`config.mk`:
```
export PLATFORM = sky130hd
export DESIGN_NAME = spi_ram_arbiter
export DESIGN_NICKNAME = d
export VERILOG_FILES = /design/src/rtl/spi_ram_pkg.sv /design/src/rtl/rr_arb2.sv /design/src/rtl/spi_ram_arbiter.sv
export SDC_FILE = /design/constraint.sdc
export NUM_CORES = 1
export LEC_CHECK = 0
export CORE_MARGIN = 2
export CORE_UTILIZATION = 45
export DETAILED_ROUTE_END_ITERATION = 16
export GPL_ROUTABILITY_DRIVEN = 0
export GPL_TIMING_DRIVEN = 0
export PLACE_DENSITY = 0.83
export SYNTH_ARGS = -nofsm -noshare
export SYNTH_HDL_FRONTEND = slang
export SYNTH_SLANG_ARGS = --single-unit
```
`constraint.sdc`:
```
create_clock -name CLK -period 3.1 [get_ports CLK]
set_clock_uncertainty 0.15 [all_clocks]
set_input_delay 0.31 -clock CLK [delete_from_list [all_inputs] [get_ports CLK]]
set_output_delay 0.31 -clock CLK [all_outputs]
set_load 0.1 [all_outputs]
```
`src/rtl/spi_ram_pkg.sv`:
```
// rtl/spi_ram_pkg.sv - opcode constants, FSM state and owner types for spi_ram_arbiter
package spi_ram_pkg;

   // SPI command opcodes carried in rx_data[DATA_WIDTH+1:DATA_WIDTH]
   localparam logic [1:0] OP_LD_WADDR = 2'b00;
   localparam logic [1:0] OP_WRITE    = 2'b01;
   localparam logic [1:0] OP_LD_RADDR = 2'b10;
   localparam logic [1:0] OP_READ     = 2'b11;

   typedef enum logic [1:0] {
      ST_IDLE = 2'd0,
      ST_ACC  = 2'd1,
      ST_DONE = 2'd2
   } state_e;

   typedef enum logic {
      OWN_SPI  = 1'b0,
      OWN_HOST = 1'b1
   } owner_e;

endpackage

```
`src/rtl/rr_arb2.sv`:
```
// rtl/rr_arb2.sv - two-requester arbiter (SPI/host), round-robin or SPI priority via SPI_RAM_ARB_SPI_PRIO_EN
module rr_arb2
   import spi_ram_pkg::*;
(
   input  logic clk,
   input  logic rst_n,
   input  logic req_spi,
   input  logic req_host,
   input  logic advance,
   output logic gnt_spi,
   output logic gnt_host
);

   // Winner of the most recent contended decision; reset to host so SPI wins the first tie.
   owner_e last_q;
   owner_e last_d;

`ifdef SPI_RAM_ARB_SPI_PRIO_EN
   assign gnt_spi  = req_spi;
`else
   assign gnt_spi  = req_spi & (~req_host | (last_q == OWN_HOST));
`endif
   assign gnt_host = req_host & ~gnt_spi;

   // Only a real tie moves the pointer; an uncontested grant leaves the turn order alone.
   always_comb begin
      last_d = last_q;
      if (advance && req_spi && req_host) begin
         last_d = gnt_spi ? OWN_SPI : OWN_HOST;
      end
   end

   // Last-served register
   always_ff @(posedge clk or negedge rst_n) begin
      if (!rst_n) begin
         last_q <= OWN_HOST;
      end else begin
         last_q <= last_d;
      end
   end

endmodule

```
`src/rtl/spi_ram_arbiter.sv`:
```
// rtl/spi_ram_arbiter.sv - single-port RAM shared by SPI command stream and host; option SPI_RAM_ARB_SPI_PRIO_EN
module spi_ram_arbiter
   import spi_ram_pkg::*;
#(
   parameter int ADDR_WIDTH = 8,
   parameter int DATA_WIDTH = 8
) (
   input  logic                    CLK,
   input  logic                    rst_n,
   input  logic [DATA_WIDTH+1:0]   rx_data,
   input  logic                    rx_valid,
   output logic [DATA_WIDTH-1:0]   tx_data,
   output logic                    tx_valid,
   input  logic                    host_req,
   input  logic                    host_we,
   input  logic [ADDR_WIDTH-1:0]   host_addr,
   input  logic [DATA_WIDTH-1:0]   host_wdata,
   output logic                    host_ack,
   output logic [DATA_WIDTH-1:0]   host_rdata,
   output logic                    mem_en,
   output logic                    mem_we,
   output logic [ADDR_WIDTH-1:0]   mem_addr,
   output logic [DATA_WIDTH-1:0]   mem_wdata,
   input  logic [DATA_WIDTH-1:0]   mem_rdata,
   output logic                    spi_ovf
);

   logic [1:0]            rx_op;
   logic [DATA_WIDTH-1:0] rx_payload;
   logic [ADDR_WIDTH-1:0] rx_addr;

   assign rx_op      = rx_data[DATA_WIDTH+1:DATA_WIDTH];
   assign rx_payload = rx_data[DATA_WIDTH-1:0];
   assign rx_addr    = rx_payload[ADDR_WIDTH-1:0];

   // SPI front end: address registers, one-entry pending command, overflow flag
   logic [ADDR_WIDTH-1:0] waddr_q, waddr_d;
   logic [ADDR_WIDTH-1:0] raddr_q, raddr_d;
   logic                  pend_valid_q, pend_valid_d;
   logic                  pend_we_q, pend_we_d;
   logic [ADDR_WIDTH-1:0] pend_addr_q, pend_addr_d;
   logic [DATA_WIDTH-1:0] pend_data_q, pend_data_d;
   logic                  spi_ovf_q, spi_ovf_d;

   // Access engine: FSM, owner and latched request fields, response registers
   state_e                state_q, state_d;
   owner_e                owner_q, owner_d;
   logic                  acc_we_q, acc_we_d;
   logic [ADDR_WIDTH-1:0] acc_addr_q, acc_addr_d;
   logic [DATA_WIDTH-1:0] acc_wdata_q, acc_wdata_d;
   logic                  host_ack_q, host_ack_d;
   logic [DATA_WIDTH-1:0] host_rdata_q, host_rdata_d;
   logic                  tx_valid_q, tx_valid_d;
   logic [DATA_WIDTH-1:0] tx_data_q, tx_data_d;

   logic in_idle;
   logic host_elig;
   logic gnt_spi, gnt_host;
   logic take_spi, take_host;

   assign in_idle   = (state_q == ST_IDLE);
   // A held request is still high during its ack cycle; masking it avoids serving it twice.
   assign host_elig = host_req & ~host_ack_q;

   rr_arb2 u_arb (
      .clk      (CLK),
      .rst_n    (rst_n),
      .req_spi  (pend_valid_q),
      .req_host (host_elig),
      .advance  (in_idle),
      .gnt_spi  (gnt_spi),
      .gnt_host (gnt_host)
   );

   assign take_spi  = in_idle & gnt_spi;
   assign take_host = in_idle & gnt_host;

   // Decode SPI commands; address loads apply immediately, accesses queue in the pending slot
   always_comb begin
      waddr_d      = waddr_q;
      raddr_d      = raddr_q;
      pend_valid_d = pend_valid_q;
      pend_we_d    = pend_we_q;
      pend_addr_d  = pend_addr_q;
      pend_data_d  = pend_data_q;
      spi_ovf_d    = spi_ovf_q;
      if (take_spi) begin
         pend_valid_d = 1'b0;
      end
      if (rx_valid) begin
         case (rx_op)
            OP_LD_WADDR: waddr_d = rx_addr;
            OP_LD_RADDR: raddr_d = rx_addr;
            default: begin
               // The slot frees on the same edge it is granted, so a command arriving then still fits.
               if (!pend_valid_q || take_spi) begin
                  pend_valid_d = 1'b1;
                  pend_we_d    = (rx_op == OP_WRITE);
                  pend_addr_d  = (rx_op == OP_WRITE) ? waddr_q : raddr_q;
                  pend_data_d  = rx_payload;
               end else begin
                  spi_ovf_d = 1'b1;
               end
            end
         endcase
      end
   end

   // FSM next state and response generation
   always_comb begin
      state_d      = state_q;
      owner_d      = owner_q;
      acc_we_d     = acc_we_q;
      acc_addr_d   = acc_addr_q;
      acc_wdata_d  = acc_wdata_q;
      host_ack_d   = 1'b0;
      host_rdata_d = host_rdata_q;
      tx_valid_d   = 1'b0;
      tx_data_d    = tx_data_q;
      case (state_q)
         ST_IDLE: begin
            if (take_spi) begin
               owner_d     = OWN_SPI;
               acc_we_d    = pend_we_q;
               acc_addr_d  = pend_addr_q;
               acc_wdata_d = pend_data_q;
               state_d     = ST_ACC;
            end else if (take_host) begin
               owner_d     = OWN_HOST;
               acc_we_d    = host_we;
               acc_addr_d  = host_addr;
               acc_wdata_d = host_wdata;
               state_d     = ST_ACC;
            end
         end
         ST_ACC: begin
            state_d = ST_DONE;
         end
         ST_DONE: begin
            state_d = ST_IDLE;
            if (owner_q == OWN_HOST) begin
               host_ack_d = 1'b1;
               if (!acc_we_q) begin
                  host_rdata_d = mem_rdata;
               end
            end else if (!acc_we_q) begin
               tx_valid_d = 1'b1;
               tx_data_d  = mem_rdata;
            end
         end
         default: begin
            state_d = ST_IDLE;
         end
      endcase
   end

   // State registers; reset aborts any access in flight
   always_ff @(posedge CLK or negedge rst_n) begin
      if (!rst_n) begin
         waddr_q      <= '0;
         raddr_q      <= '0;
         pend_valid_q <= 1'b0;
         pend_we_q    <= 1'b0;
         pend_addr_q  <= '0;
         pend_data_q  <= '0;
         spi_ovf_q    <= 1'b0;
         state_q      <= ST_IDLE;
         owner_q      <= OWN_SPI;
         acc_we_q     <= 1'b0;
         acc_addr_q   <= '0;
         acc_wdata_q  <= '0;
         host_ack_q   <= 1'b0;
         host_rdata_q <= '0;
         tx_valid_q   <= 1'b0;
         tx_data_q    <= '0;
      end else begin
         waddr_q      <= waddr_d;
         raddr_q      <= raddr_d;
         pend_valid_q <= pend_valid_d;
         pend_we_q    <= pend_we_d;
         pend_addr_q  <= pend_addr_d;
         pend_data_q  <= pend_data_d;
         spi_ovf_q    <= spi_ovf_d;
         state_q      <= state_d;
         owner_q      <= owner_d;
         acc_we_q     <= acc_we_d;
         acc_addr_q   <= acc_addr_d;
         acc_wdata_q  <= acc_wdata_d;
         host_ack_q   <= host_ack_d;
         host_rdata_q <= host_rdata_d;
         tx_valid_q   <= tx_valid_d;
         tx_data_q    <= tx_data_d;
      end
   end

   assign mem_en     = (state_q == ST_ACC);
   assign mem_we     = mem_en & acc_we_q;
   assign mem_addr   = acc_addr_q;
   assign mem_wdata  = acc_wdata_q;
   assign host_ack   = host_ack_q;
   assign host_rdata = host_rdata_q;
   assign tx_valid   = tx_valid_q;
   assign tx_data    = tx_data_q;
   assign spi_ovf    = spi_ovf_q;

endmodule
```
# ---- Word level (Yosys, flattened, before mapping)
# Index checks and enable logic that the tools add are counted.
dict set report word_totals {
  ff_bits 74
  inputBits 39
  output_inout_bits 37
  wordCells 73
}
dict set report classes {
  n_eq_ne 5
  n_mux 22
  bitwise_logic 14
  reduce_logical 15
}
# cell n
set ops {}
lappend ops {{$mux W8} 5}
lappend ops {{$mux W1} 14}
lappend ops {{$reduce_and A3 Y1} 4}
lappend ops {{$not A1 Y1} 7}
lappend ops {{$and A1 B1 Y1} 6}
lappend ops {{$reduce_and A2 Y1} 3}
lappend ops {{$eq A2 B1 Y1 const B} 2}
lappend ops {{$eq A2 B2 Y1 const B} 2}
lappend ops {{$logic_not A2 Y1} 2}
lappend ops {{$mux W2} 2}
lappend ops {{$pmux W2 S2} 1}
lappend ops {{$ne A3 B1 Y1 const B} 1}
lappend ops {{$logic_and A1 B1 Y1} 2}
lappend ops {{$reduce_bool A2 Y1} 1}
lappend ops {{$reduce_or A2 Y1} 1}
lappend ops {{$logic_not A1 Y1} 1}
lappend ops {{$logic_or A1 B1 Y1} 1}
lappend ops {{$or A1 B1 Y1} 1}

# ---- Logic depth before layout (Yosys ltp)
# Gate-level depths: netlist of run 1.
dict set report logic_depth {
  depth_word 11
  ltp_mapped 6
  ltp_nobuf 4
}

# ---- Modules after synthesis
# A second synthesis of run 1 with hierarchy kept.
dict set report unflattened {
  cells_unflattened 217
  area_unflattened_um2 3126.7
}
# module instances cells_each area_each_um2 seq_area_each_um2
set by_module_without_submodules {}
lappend by_module_without_submodules {spi_ram_arbiter 1 211 3067.9 1826.8}
lappend by_module_without_submodules {rr_arb2 1 6 58.8 26.3}

# ---- Worst setup path before layout of run 1
# No wires, ideal clock.
dict set report synth_timing {
  path_type {reg2out}
  from {register state_q[0]}
  to {output port mem_we}
  arrival_ns 2.731
  required_time_ns 2.640
  path_slack_ns -0.091
  path_stages_with_launch 3
  path_buffers 0
  path_cell_list {dfrtp_1 nor2b_1 and2_1}
}
dict set report synth_between {
  elab_chain_len 2
}
# element line_no
set synth_lines {}
lappend synth_lines {{start: declaration} spi_ram_arbiter.sv:46} ;# state_e state_q, state_d;
lappend synth_lines {{start signal: assignment} spi_ram_arbiter.sv:184} ;# state_q <= state_d;
lappend synth_lines {{$eq A2 B1 Y1} spi_ram_arbiter.sv:196} ;# assign mem_en = (state_q == ST_ACC);
lappend synth_lines {{named net mem_en} spi_ram_arbiter.sv:20} ;# output logic mem_en,
lappend synth_lines {{$and A1 B1 Y1} spi_ram_arbiter.sv:197} ;# assign mem_we = mem_en & acc_we_q;
lappend synth_lines {{end: declaration} spi_ram_arbiter.sv:21} ;# output logic mem_we,
# The timed path passes the listed nets, and every way through them passes these cells.

# ---- Final worst setup path of run 1
dict set report layout_timing {
  from {register state_q[0]}
  to {output port mem_we}
}
dict set report layout_between {
  elab_chain_len 2
}
# element line_no
set layout_lines {}
lappend layout_lines {{$eq A2 B1 Y1} spi_ram_arbiter.sv:196}
lappend layout_lines {{$and A1 B1 Y1} spi_ram_arbiter.sv:197}
# Every way passes these cells.

==> impl_metrics.yaml, run 1 <==
clock_tree:
  post-cts-setup-buffer-count: 0
  cts.clk_slew.worst_paths_ps: 70
  clock-sinks: 74
  clk_latency_ps: 340
  cts_buffers: 9
  cts_tree: "built"
  cts_buffer_depth: 2
  htree_levels: 3
  root_buffer: "clkbuf_8"
layout:
  n_antenna_cell: 0
  nFillCells: 527
  layout.nets: 351
  area_growth_pct: 34.6
  finalNonFillerCells: 397
  fin_area_um2: 4120
  finish.utilization: 0.616
  drive_above_1_share: 0.202
timing:
  min_period_over_period: 0.867
  finalSetupViolations: 0
  fin_setup_tns_ps: 0
  max_clock_freq_mhz: 372
  layout_min_cycle_time_ps: 2690
  hold_violations: 0
  rsz0062_at_grt: "false"
  worstMarginPinSlew_ps: 985
  drv_slew: 0
  relSlewSlack: 0.341
global_route:
  first_global_vias: 2086
  antenna_found_initial: 0
  grt_pass1_wl_um: 10500
  grt_max_degree: 75
  grt_overflow_total: 0
  grtUsageTotal: 0.185
floorplan:
  io_pins: 76
  die-area_um2: 7470
  coreArea_um2: 6680
  die_y_um: 86.4
  start_util: 0.458
  die_x_um: 86.4
  num_rows: 30
synth:
  synth_top_cell_by_area: "dfrtp_1"
  syn-num-nets: 264
  synth.avg_cell_area_um2: 13.6
  synth_top_family_by_area: "multiplexers"
  synth_area_um2: 3060
  yosys_warnings: 0
  synth_fa_ha_area_frac: 0
  yosys.area_share.simple: 0.0761
  synth.top_cell.area_share: 0.597
  synth_cells: 225
  synthMuxAreaShare: 0.236
  synth_seq_area_share: 0.606
  synth_compound_area_frac: 0.0528
  synth_xor_area_frac: 0.00286
  synth.distinct_cells: 31
  synthTopCellsByArea: "dfrtp_1 (60%), mux2_2 (13%), mux2i_1 (8.5%), nand2_1 (2.3%), o21ai_0 (2.0%)"
  synth-seq-cells: 74
setup_path:
  crit_fanout: 6
  crit_slowest_cell: "clkdlybuf4s50_1"
  critPathKind: "flip-flop to output pin"
  crit_chain: "nor2b_2, and2_1, clkdlybuf4s50_1"
  arrival_ps: 2230
  reg2reg_from: "u_arb.last_q"
  cp-end-kind: "output pin"
  startpoint_type: "flip-flop"
  critical_path_required_ps: 2640
  path_buf_inv: 1
  r2r-end: "pend_data_q[7]"
  r2r_slack_ps: 1090
  worstRegToRegCells: 4
  cp_top_family: "buffers and inverters"
  max_stage_delay_ps: 1120
detailed_routing:
  vias: 2053
  drc: 0
  wl_per_cell_um: 16.2
  wl_um: 6450
  first_pass_iters: 4
  viasPerCell: 5.17
  drt_iter0_drc: 154
  antenna_left: 0
hold_path:
  worstHoldEndpoint: "spi_ovf"
  min-delay-path-class: "flip-flop to flip-flop"
  min_from: "spi_ovf"
  min_delay_path_depth: 1
place:
  placed_cells: 380
  dp_hpwl_um: 4670
  placed_area_um2: 3910
  io_buffer_count: 75
outcome:
  outcome: "completed"
job:
  maxCapViolCount: 0
## cell type report
cell class | count | area, µm² | share of cell area
Buffer | 9 | 68.8 | 0.0167
Timing Repair Buffer | 76 | 758 | 0.184
Clock buffer | 14 | 163 | 0.0395
Inverter | 3 | 11.3 | 0.00274
Sequential cell | 74 | 1850 | 0.450
Tap cell | 80 | 100 | 0.0243
Multi-Input combinational cell | 139 | 1130 | 0.274
Clock inverter | 2 | 35.0 | 0.00851
## registers in the layout, indices dropped and copies added, names as in the netlist, 2 cells and up
register,flops
mem_addr,8
raddr_q,8
host_rdata,8
pend_addr_q,8
state_q,2
tx_data,8
pend_data_q,8
waddr_q,8
mem_wdata,8
## per-stage QoR
stage / worst slack (ps) / hold WS, ps
4_1_cts: 388 / 333
6_report: 412 / 325
3_3_place_gp: -873 / 315
5_1_grt: 309 / 358
2_1_floorplan: 471 / -136
3_5_place_dp: 765 / 318
## timing repair
action / CTS / global route
hold endpoints to repair: 73 / 0
hold buffers: 1 / 0
gates resized for setup: 0 / 0
## cells by family after synthesis
logic type                Yosys count
AOI/OAI and AO/OA                  30
DFF                                74
and+or+nand+nor                    42
xor gates and xnor gates            1
buffers and inverters              12
muxes                              66
## worst max-delay path by stage
stage	from	end	slack, ps	cells after the start
3_5_place_dp	state_q[0]	mem_we	760	3
6_report	state_q[0]	mem_we	410	3
3_3_place_gp	rst_n	state_q[1]	-870	1
5_1_grt	state_q[0]	mem_we	310	3
4_1_cts	state_q[0]	mem_we	390	3
2_1_floorplan	state_q[0]	mem_we	470	2
## synthesized netlist by cell type
cell type / instances
buf_6: 1
mux2_4: 3
and4bb_2: 1
clkbuf_1: 3
nor2_1: 10
nand3b_1: 1
buf_8: 2
buf_2: 1
and3b_1: 1
dfrtp_1: 73
mux2_1: 1
o21bai_1: 1
o21a_1: 2
o311ai_1: 1
nand2_1: 19
buf_1: 1
a21oi_1: 8
nor3_4: 1
dfstp_2: 1
nor2b_1: 5
nor4b_4: 1
and2_1: 1
xnor2_1: 1
o21ai_1: 6
inv_1: 3
o21ai_0: 12
nor3b_2: 1
mux2i_1: 26
nand3_1: 1
mux2_2: 36
buf_4: 1
## cell usage in the layout, fill, tap and decap left out, types with 2 or more instances in the layout
cell type	netlist	routed
nor2b_1	5	4
dfrtp_1	73	73
buf_4	1	2
o21a_1	2	2
mux2_4	3	3
inv_1	3	3
clkdlybuf4s50_1	0	74
buf_8	2	2
o21ai_0	12	12
mux2_2	36	36
o21ai_1	6	6
a21oi_1	8	8
clkbuf_8	0	11
mux2i_1	26	26
nor2_1	10	10
clkbuf_1	3	6
nand2_1	19	19
## per-layer routing
| metal | up-vias | global-route usage | wire length [µm] |
|---|---|---|---|
| li1 | 961 | - | - |
| met1 | 1045 | 0.242 | 2770 |
| met2 | 43 | 0.301 | 3380 |
| met3 | 4 | 0.0486 | 249 |
| met4 | 0 | 0.0625 | 46 |
| met5 | - | 0 | 0 |
## worst reg2reg max path, stage by stage, from the launching register on
cell and delay (ps):
dfstp_2 560, and4bb_2 280, nor3_4 400, buf_8 210, mux2_4 300
Power of run 1 is left out: the tool's default activity adds up to more than one toggle a clock period on the data nets, which glitch-free logic cannot reach.
==> run 2, diff against run 1 <==
--- a/config.mk
+++ b/config.mk
@@ -5,6 +5,7 @@
 export SDC_FILE = /design/constraint.sdc
 export NUM_CORES = 1
 export LEC_CHECK = 0
+export CAP_MARGIN = 20
 export CORE_MARGIN = 2
 export CORE_UTILIZATION = 45
 export DETAILED_ROUTE_END_ITERATION = 16
==> constraint.sdc (replaced) <==
create_clock -name CLK -period 2.9 [get_ports CLK]
set_clock_uncertainty 0.15 [all_clocks]
set_input_delay 0.29 -clock CLK [delete_from_list [all_inputs] [get_ports CLK]]
set_output_delay 0.29 -clock CLK [all_outputs]
set_load 0.1 [all_outputs]
==> results of run 2 <==
The final DEF is identical to that of run 1. Status: completed.
Main changes from that run: setup slack after placement 765 ps -> 585 ps; setup slack after layout 412 ps -> 232 ps; register-to-register setup slack 1090 ps -> 890 ps
Power of run 2 is left out for the same reason.
